<file path="src/rtl/dmi_access_arbiter.sv">
// Two-requester round-robin arbiter in front of a single RISC-V DMI port.
// One transaction in flight; requests are issued, awaited with a timeout, and answered to the owner.
module dmi_access_arbiter #(
  parameter int TIMEOUT_CYCLES = 255
) (
  input  logic        clock,
  input  logic        reset_n,
  input  logic        a_req_valid,
  output logic        a_req_ready,
  input  logic [6:0]  a_req_addr,
  input  logic [31:0] a_req_data,
  input  logic [1:0]  a_req_op,
  output logic        a_resp_valid,
  input  logic        a_resp_ready,
  output logic [31:0] a_resp_data,
  output logic [1:0]  a_resp_resp,
  input  logic        b_req_valid,
  output logic        b_req_ready,
  input  logic [6:0]  b_req_addr,
  input  logic [31:0] b_req_data,
  input  logic [1:0]  b_req_op,
  output logic        b_resp_valid,
  input  logic        b_resp_ready,
  output logic [31:0] b_resp_data,
  output logic [1:0]  b_resp_resp,
  output logic        dmi_req_valid,
  input  logic        dmi_req_ready,
  output logic [6:0]  dmi_req_addr,
  output logic [31:0] dmi_req_data,
  output logic [1:0]  dmi_req_op,
  input  logic        dmi_resp_valid,
  output logic        dmi_resp_ready,
  input  logic [31:0] dmi_resp_data,
  input  logic [1:0]  dmi_resp_resp,
  output logic        busy,
  output logic        owner,
  output logic [1:0]  dbg_state
);

  // Handshakes: a transfer happens on a rising edge where valid and ready are both 1;
  // a valid side holds its fields stable until that edge, and ready never waits on nothing.
  typedef enum logic [1:0] {S_IDLE, S_ISSUE, S_WAIT, S_RETURN} state_t;

  localparam logic [7:0] TIMEOUT_LAST = 8'(TIMEOUT_CYCLES - 1);
  localparam logic [1:0] RESP_FAILED  = 2'd2;
  localparam logic [1:0] OP_RESERVED  = 2'd3;

  state_t      state, next_state;
  logic [7:0]  cnt;
  logic        last_b;
  logic        owner_q;
  logic [6:0]  lat_addr;
  logic [31:0] lat_data;
  logic [1:0]  lat_op;
  logic [31:0] rsp_data;
  logic [1:0]  rsp_resp;

  logic        pick_b;
  logic        load_req, load_err, load_dmi, clr_cnt, inc_cnt, done;
  logic [1:0]  sel_op;

  // Round-robin pick: with both asking, prefer whoever was not served last.
  assign pick_b = b_req_valid & (~a_req_valid | ~last_b);
  assign sel_op = pick_b ? b_req_op : a_req_op;

  always_ff @(posedge clock or negedge reset_n) begin
    if (!reset_n) state <= S_IDLE;
    else          state <= next_state;
  end

  always_comb begin
    next_state     = state;
    load_req       = 1'b0;
    load_err       = 1'b0;
    load_dmi       = 1'b0;
    clr_cnt        = 1'b0;
    inc_cnt        = 1'b0;
    done           = 1'b0;
    a_req_ready    = 1'b0;
    b_req_ready    = 1'b0;
    dmi_req_valid  = 1'b0;
    dmi_resp_ready = 1'b0;
    a_resp_valid   = 1'b0;
    b_resp_valid   = 1'b0;
    case (state)
      S_IDLE: begin
        // Reset_n gating keeps every ready low while reset is held.
        dmi_resp_ready = reset_n;
        a_req_ready    = reset_n & a_req_valid & ~pick_b;
        b_req_ready    = reset_n & pick_b;
        if (reset_n & (a_req_valid | b_req_valid)) begin
          load_req = 1'b1;
          if (sel_op == OP_RESERVED) begin
            load_err   = 1'b1;
            next_state = S_RETURN;
          end else begin
            next_state = S_ISSUE;
          end
        end
      end
      S_ISSUE: begin
        dmi_req_valid = 1'b1;
        if (dmi_req_ready) begin
          clr_cnt    = 1'b1;
          next_state = S_WAIT;
        end
      end
      S_WAIT: begin
        dmi_resp_ready = 1'b1;
        inc_cnt        = 1'b1;
        if (dmi_resp_valid) begin
          load_dmi   = 1'b1;
          next_state = S_RETURN;
        end else if (cnt == TIMEOUT_LAST) begin
          load_err   = 1'b1;
          next_state = S_RETURN;
        end
      end
      S_RETURN: begin
        a_resp_valid = ~owner_q;
        b_resp_valid = owner_q;
        if (owner_q ? b_resp_ready : a_resp_ready) begin
          done       = 1'b1;
          next_state = S_IDLE;
        end
      end
      default: next_state = S_IDLE;
    endcase
  end

  always_ff @(posedge clock or negedge reset_n) begin
    if (!reset_n) begin
      cnt      <= 8'd0;
      last_b   <= 1'b1;
      owner_q  <= 1'b0;
      lat_addr <= 7'd0;
      lat_data <= 32'd0;
      lat_op   <= 2'd0;
      rsp_data <= 32'd0;
      rsp_resp <= 2'd0;
    end else begin
      if (load_req) begin
        owner_q  <= pick_b;
        lat_addr <= pick_b ? b_req_addr : a_req_addr;
        lat_data <= pick_b ? b_req_data : a_req_data;
        lat_op   <= sel_op;
      end
      if (load_err) begin
        rsp_data <= 32'd0;
        rsp_resp <= RESP_FAILED;
      end else if (load_dmi) begin
        rsp_data <= dmi_resp_data;
        rsp_resp <= dmi_resp_resp;
      end
      if (clr_cnt)      cnt <= 8'd0;
      else if (inc_cnt) cnt <= cnt + 8'd1;
      if (done) last_b <= owner_q;
    end
  end

  assign dmi_req_addr = lat_addr;
  assign dmi_req_data = lat_data;
  assign dmi_req_op   = lat_op;
  assign a_resp_data  = rsp_data;
  assign a_resp_resp  = rsp_resp;
  assign b_resp_data  = rsp_data;
  assign b_resp_resp  = rsp_resp;
  assign busy         = (state != S_IDLE);
  assign owner        = busy & owner_q;
  assign dbg_state    = state;

endmodule

</file>
<file path="config.mk">
export PLATFORM = sky130hd
export DESIGN_NAME = dmi_access_arbiter
export DESIGN_NICKNAME = d
export VERILOG_FILES = /design/src/rtl/dmi_access_arbiter.sv
export SDC_FILE = /design/constraint.sdc
export NUM_CORES = 1
export LEC_CHECK = 0
export BUFFER_PORTS_ARGS = -buffer_cell sky130_fd_sc_hd__buf_2
export CAP_MARGIN = 20
export CORE_MARGIN = 2
export CORE_UTILIZATION = 40
export DETAILED_ROUTE_END_ITERATION = 8
export PLACE_DENSITY_LB_ADDON = 0.12
export SLEW_MARGIN = 25
export SYNTH_ARGS = -nofsm -noshare
export SYNTH_HDL_FRONTEND = slang
export SYNTH_SLANG_ARGS = --single-unit
</file>
<file path="constraint.sdc">
create_clock -name clock -period 1.7 [get_ports clock]
set_clock_uncertainty 0.15 [all_clocks]
set_input_delay 0.34 -clock clock [delete_from_list [all_inputs] [get_ports clock]]
set_output_delay 0.34 -clock clock [all_outputs]
set_load 0.02 [all_outputs]
</file>
==> metrics.csv, run 1 <==
stage,metric,value,unit
status,status,"complete, but fails checks",
status,failing checks,negative setup slack,
clocking,# clock sinks,87,
setup_path,"delay-heaviest family, CP",flip-flops,
pwr,Clock Power Share,11.5,%
floorplanning,Die Area,11600,um^2
finish,post-route cell area,6760,um^2
setup_path,CP bufs+invs,2,
grt,vias in the first global route,3842,
sta,Fmax achieved,507,MHz
sta,RSZ-0062 raised after global routing,true,
grt,largest net degree at the start of global routing,86,
clocking,TritonCTS clock tree,done,
route,vias per inst,4.85,
setup_path,peak fanout along the critical path,5,
sta,final hold violation count,0,
floorplanning,io pins,243,
sta,count of final setup violators,87,
grt,initial antenna violation count,0,
setup_path,Worst Setup End Kind,primary output,
clocking,clk buf depth,2,
route,DRC viols,0,
grt,first-pass GRT wire length,19.1,mm
route,Vias,4091,
finish,Layout Utilization,65.2,%
sta,Final min period,1.97,ns
pwr,VDD IR max,787,uV
yosys,unique cell type count in the Yosys netlist,33,
pwr,Reg power frac,30.5,%
setup_path,FF-to-FF setup slack,-0.23,ns
setup_path,CP Data Required Time,1.21,ns
hold_path,hold path cells,3,
yosys,Avg Inst Size Synth,9.63,um^2
route,DR iter-0 viols,93,
pwr,Pint,6.56,mW
setup_path,CP max stage delay,0.48,ns
sta,Worst Slack Setup Final,-0.271,ns
setup_path,crit path DAT,1.48,ns
yosys,Synth top area share,50.0,%
yosys,dominant synthesized flop cell,dfrtp_1,
finish,area grow syn2layout,57.2,%
yosys,post-synthesis sequential area ratio,50.6,%
place,Area after DPL,5800,um^2
place,hpwl dp,8.43,mm
place,Placer Congestion,0.775,
setup_path,slowest CP cell,dfrtp_2,
finish,"most common cell after layout, fill and taps aside",buf_2,
pwr,Sw Share,43.9,%
route,ANT nets after route,0,
setup_path,WS Path Type,reg -> out,
grt,grt ovf,0,
clocking,worst skew pair latency,0.34,ns
sta,Slew HR,70.2,%
route,Post-Route WL,12.4,mm
yosys,post-synth top area cell,dfrtp_1,
clocking,H-tree Lvls,3,
pwr,LEAKAGE,3.58,nW
yosys,"FFs w/ async S/R, synth",100,%
clocking,root buf cell,clkbuf_8,
yosys,post-synth net total,578,
yosys,Seq cells post-synth,87,
sta,Hold WS,0.0971,ns
pwr,Comb power frac,58.0,%
finish,diodes inserted,0,
place,Setup Slack @ Placement,-0.0979,ns
finish,Final #Nets,834,
route,DRT Pass-1 Iters,4,
pwr,pwr dens,1730,nW/um^2
floorplanning,Site Rows,37,
finish,"commonest cells after routing, fill and taps aside","234 x buf_2, 84 x dfrtp_1, 73 x nand2_1, 42 x mux2i_1, 36 x buf_4",
run,max_cap viols,0,
route,wire length per cell,14.6,um
place,PortBufs,242,
floorplanning,CORE AREA,10400,um^2
finish,share of post-route cells with drive strength above 1,55.1,%
clocking,Worst-path clk slew,0.09,ns
setup_path,worst r2r path cells,9,
hold_path,Hold Crit Class,in -> reg,
setup_path,crit path launch type,flop,
sta,crit share post-route,116,%
sta,final setup TNS,-14.03,ns
setup_path,WP depth,5,
grt,gr usage total,20.9,%
floorplanning,initial core utilization,41.5,%
clocking,Inserted Clock Buffers,9,
floorplanning,die height,108,um
yosys,largest cells by area after synthesis,"dfrtp_1 50%, mux2i_1 10%, nand2_1 7.2%",
sta,Slew @ Worst Pin,0.447,ns
sta,"Slew Viols, Final",0,
setup_path,cell chain of the critical path,"inv_4, ha_4, nand2_4, nor3b_4, buf_6",
yosys,number of synthesized flops with an enable pin,0,
yosys,Syn Std Cell Area,4300,um^2
yosys,synthesized instance count,447,
floorplanning,Die X,108,um
yosys,YS warnings,0,
pwr,Psw,5.14,mW
[layout make-up]
| cell class | count | area, um^2 |
|---|---|---|
| tap | 136 | 170 |
| clock buffer | 12 | 155 |
| sequential | 87 | 2180 |
| inverter | 5 | 26.3 |
| fill | 881 | 3610 |
| multi-input combinational | 291 | 1980 |
| timing repair buffer | 309 | 2220 |
| clock inverter | 4 | 30.0 |
[path summary, 6_finish.rpt]
path / from / endpoint
max in group asynchronous: reset_n / cnt[1]
hold / removal: dmi_resp_data[9] / a_resp_data[9]
setup / recovery: dbg_state[1] / a_req_ready
setup reg to reg: dbg_state[1] / a_resp_data[20]
hold reg to reg: dmi_req_addr[0] / dmi_req_addr[0]
min in group asynchronous: reset_n / dbg_state[1]
[power by group through the flow]
stage / registers [mW] / logic, mW / clock network (mW)
detailed placement: 3.57 / 5.79 / 0
CTS: 3.55 / 6.62 / 1.39
finish: 3.57 / 6.79 / 1.34
floorplan: 4.57 / 2.96 / 0
global placement: 3.53 / 5.74 / 0
global route: 3.69 / 7.33 / 1.49
[cell usage after synthesis (4+ instances only)]
cell type	n
ha_1	7
clkbuf_1	16
nor2b_1	4
mux2i_1	43
nand3_1	34
nand4_1	4
xor2_1	4
nor2_1	11
buf_4	39
dfrtp_1	86
inv_1	5
nand2_1	83
o21ai_0	44
a21oi_1	40
[layer usage]
metal  track usage, %  vias up  part of all wire, %
met2             34.8      119                   50
li1                 -     2002                    -
met3             4.84       14                  5.6
met1             27.3     1956                   43
met5                0        -                    0
met4             5.77        0                  1.4
[kinds of logic (layout without fill, tap and decap cells)]
logic type / count (synthesis) / in the layout / share of synthesized area (%)
buf+inv: 69 / 330 / 10.1
simple gates: 144 / 144 / 14.5
fa+ha+maj: 7 / 7 / 2.04
xor+xnor: 5 / 5 / 1.02
mux: 45 / 45 / 10.6
compound gates: 90 / 90 / 11.1
flops: 87 / 87 / 50.6
[what timing repair did]
action	CTS	global route
setup endpoints to repair	63	88
pin swaps	4	5
buffers inserted	15	3
gates cloned	9	5
hold buffers	1	0
endpoints found under the hold margin	86	0
gates resized for setup	65	34
[worst min-delay path, cell delays in order]
cell	delay, ns
buf_2	0.10
nand3_1	0.07
a21oi_1	0.06
[flip-flops by register name, indices dropped and copies added (netlist names)]
signal        flops
dmi_req_op        2
a_resp_resp       2
dmi_req_data     32
owner_q           1
dmi_req_addr      7
last_b            1
cnt               8
dbg_state         2
a_resp_data      32
[stage by stage]
stage / std cells / power, mW
floorplan: 447 / 7.53
global placement: 798 / 9.27
detailed placement: 798 / 9.36
CTS: 837 / 11.6
global route: 844 / 12.5
finish: 844 / 11.7
No activity file was read; power rests on OpenSTA's default activity.
==> run 2: changes to the inputs <==
Settings changed: CORE_UTILIZATION 40 to 45.
Clock period 1.7 ns to 2.1 ns, I/O delays scaled along.
==> run 2 against run 1 <==
The flow now finishes without violations. First-iteration DRC count fell by 6.5%. Total power shrank 29%. Die area decreased by 11%. Final area fell by 16%. Core utilization fell by 3.8 points. Wire length down 9.9%. Register-to-register slack better by 0.41 ns. Count of clock-buffer cells in the layout shrank 2. Critical path type unchanged.
==> metrics.csv, run 2 (synthesis gave the netlist of run 1 again) <==
stage,metric,value,unit
sta,final setup TNS,0,ns
route,ANT nets after route,0,
finish,Final #Nets,784,
floorplanning,die height,102,um
grt,gr usage total,21.4,%
sta,Final min period,2.01,ns
sta,Fmax achieved,496,MHz
sta,Slew HR,46.9,%
clocking,TritonCTS clock tree,done,
route,DR iter-0 viols,87,
place,Setup Slack @ Placement,0.0927,ns
setup_path,worst r2r path cells,6,
route,wire length per cell,14.2,um
route,Post-Route WL,11.1,mm
clocking,Inserted Clock Buffers,9,
grt,initial antenna violation count,0,
setup_path,FF-to-FF setup slack,0.18,ns
floorplanning,CORE AREA,9240,um^2
sta,RSZ-0062 raised after global routing,false,
floorplanning,io pins,243,
clocking,Worst-path clk slew,0.09,ns
place,PortBufs,242,
setup_path,peak fanout along the critical path,5,
clocking,H-tree Lvls,3,
pwr,pwr dens,1460,nW/um^2
route,DRT Pass-1 Iters,4,
setup_path,crit path DAT,1.44,ns
setup_path,CP max stage delay,0.41,ns
clocking,root buf cell,clkbuf_8,
setup_path,cell chain of the critical path,"buf_4, ha_2, and2_1, buf_2",
sta,crit share post-route,95.9,%
setup_path,R2R Path End,cnt[7],
setup_path,WS Path Type,reg -> out,
sta,Hold WS,0.133,ns
pwr,VDD IR max,548,uV
setup_path,slowest CP cell,dfrtp_1,
pwr,LEAKAGE,3.11,nW
route,Vias,3865,
clocking,clk buf depth,2,
setup_path,crit path launch type,flop,
status,status,finished clean,
sta,final hold violation count,0,
finish,area grow syn2layout,31.9,%
grt,vias in the first global route,3681,
sta,Slew @ Worst Pin,0.796,ns
floorplanning,Site Rows,35,
finish,share of post-route cells with drive strength above 1,43.5,%
sta,Worst Slack Setup Final,0.0859,ns
setup_path,CP Data Required Time,1.53,ns
place,hpwl dp,8.35,mm
clocking,# clock sinks,87,
setup_path,Worst Setup End Kind,primary output,
setup_path,reg-to-reg startpoint,dbg_state[0],
finish,Layout Utilization,61.4,%
floorplanning,Die X,102,um
sta,count of final setup violators,0,
finish,"most common cell after layout, fill and taps aside",buf_2,
clocking,worst skew pair latency,0.36,ns
pwr,Final Power,8.31,mW
place,Placer Congestion,0.808,
sta,"Slew Viols, Final",0,
route,vias per inst,4.92,
run,max_cap viols,0,
grt,grt ovf,0,
finish,"commonest cells after routing, fill and taps aside","238 x buf_2, 86 x dfrtp_1, 82 x nand2_1, 44 x o21ai_0, 43 x mux2i_1",
grt,largest net degree at the start of global routing,84,
grt,first-pass GRT wire length,17.3,mm
route,DRC viols,0,
floorplanning,Die Area,10400,um^2
hold_path,Hold Crit Class,in -> async,
floorplanning,initial core utilization,46.6,%
finish,diodes inserted,0,
## run 2: changes by cell type in the layout (fill, tap and decap cells not counted), moves of 6 or more
cell and delta:
o21ai_0 +29, a21oi_1 +27, a21oi_2 -27, o21ai_1 -22, buf_4 -20, buf_12 -11, buf_6 -10, nand2_1 +9
nand2_2 -7, o21ai_2 -6
## run 2: through the flow
step | instance area (um^2) | std cells
detailed placement | 5400 | 766
floorplan | 4300 | 447
global placement | 5400 | 766
finish | 5680 | 786
CTS | 5650 | 784
global route | 5680 | 786
## run 2: where the power goes
| group | leakage, nW | switching [mW] | internal [mW] |
|---|---|---|---|
| combinational | 1.92 | 2.72 | 1.53 |
| clock | 0.0944 | 0.607 | 0.576 |
| sequential | 1.10 | 0.477 | 2.40 |
| total | 3.11 | 3.80 | 4.50 |
## run 2: repair_timing
action / CTS / global route
endpoints found under the setup margin: 3 / 6
endpoints found under the hold margin: 25 / 0
hold buffers: 1 / 0
setup buffers: 2 / 2
resized for setup: 6 / 7
pin swaps: 0 / 1
## run 2: per-layer routing
| metal | vias up | wire length, um | GRT usage, % |
|---|---|---|---|
| met2 | 184 | 5470 | 35.9 |
| met4 | 0 | 178 | 7.59 |
| met1 | 1784 | 4500 | 26.1 |
| met5 | - | 0 | 0 |
| met3 | 13 | 989 | 6.49 |
| li1 | 1884 | - | - |
## run 2: critical path, delay by kind of cell (launching register included)
family | cells | cell delay, ns
fa+ha+maj | 1 | 0.21
simple gates | 1 | 0.15
flops | 1 | 0.41
buf+inv | 2 | 0.31
## run 2: area by class of cell
class / count / area, um^2
fill: 792 / 3560
tap: 129 / 161
clock buffer: 10 / 138
inverter: 5 / 18.8
sequential: 87 / 2180
multi-input combinational: 291 / 1730
timing repair buffer: 259 / 1390
clock inverter: 5 / 58.8
## run 2: worst max-delay path by stage
stage | start | endpoint | slack [ns] | depth (start not counted)
global route | dbg_state[0] | a_req_ready | 0.005 | 5
CTS | dbg_state[0] | b_resp_valid | 0.0005 | 4
global placement | dbg_state[0] | cnt[7] | 0.20 | 6
floorplan | last_b | a_req_ready | 0.07 | 4
detailed placement | dbg_state[0] | cnt[7] | 0.09 | 6
finish | dbg_state[0] | b_resp_valid | 0.09 | 4
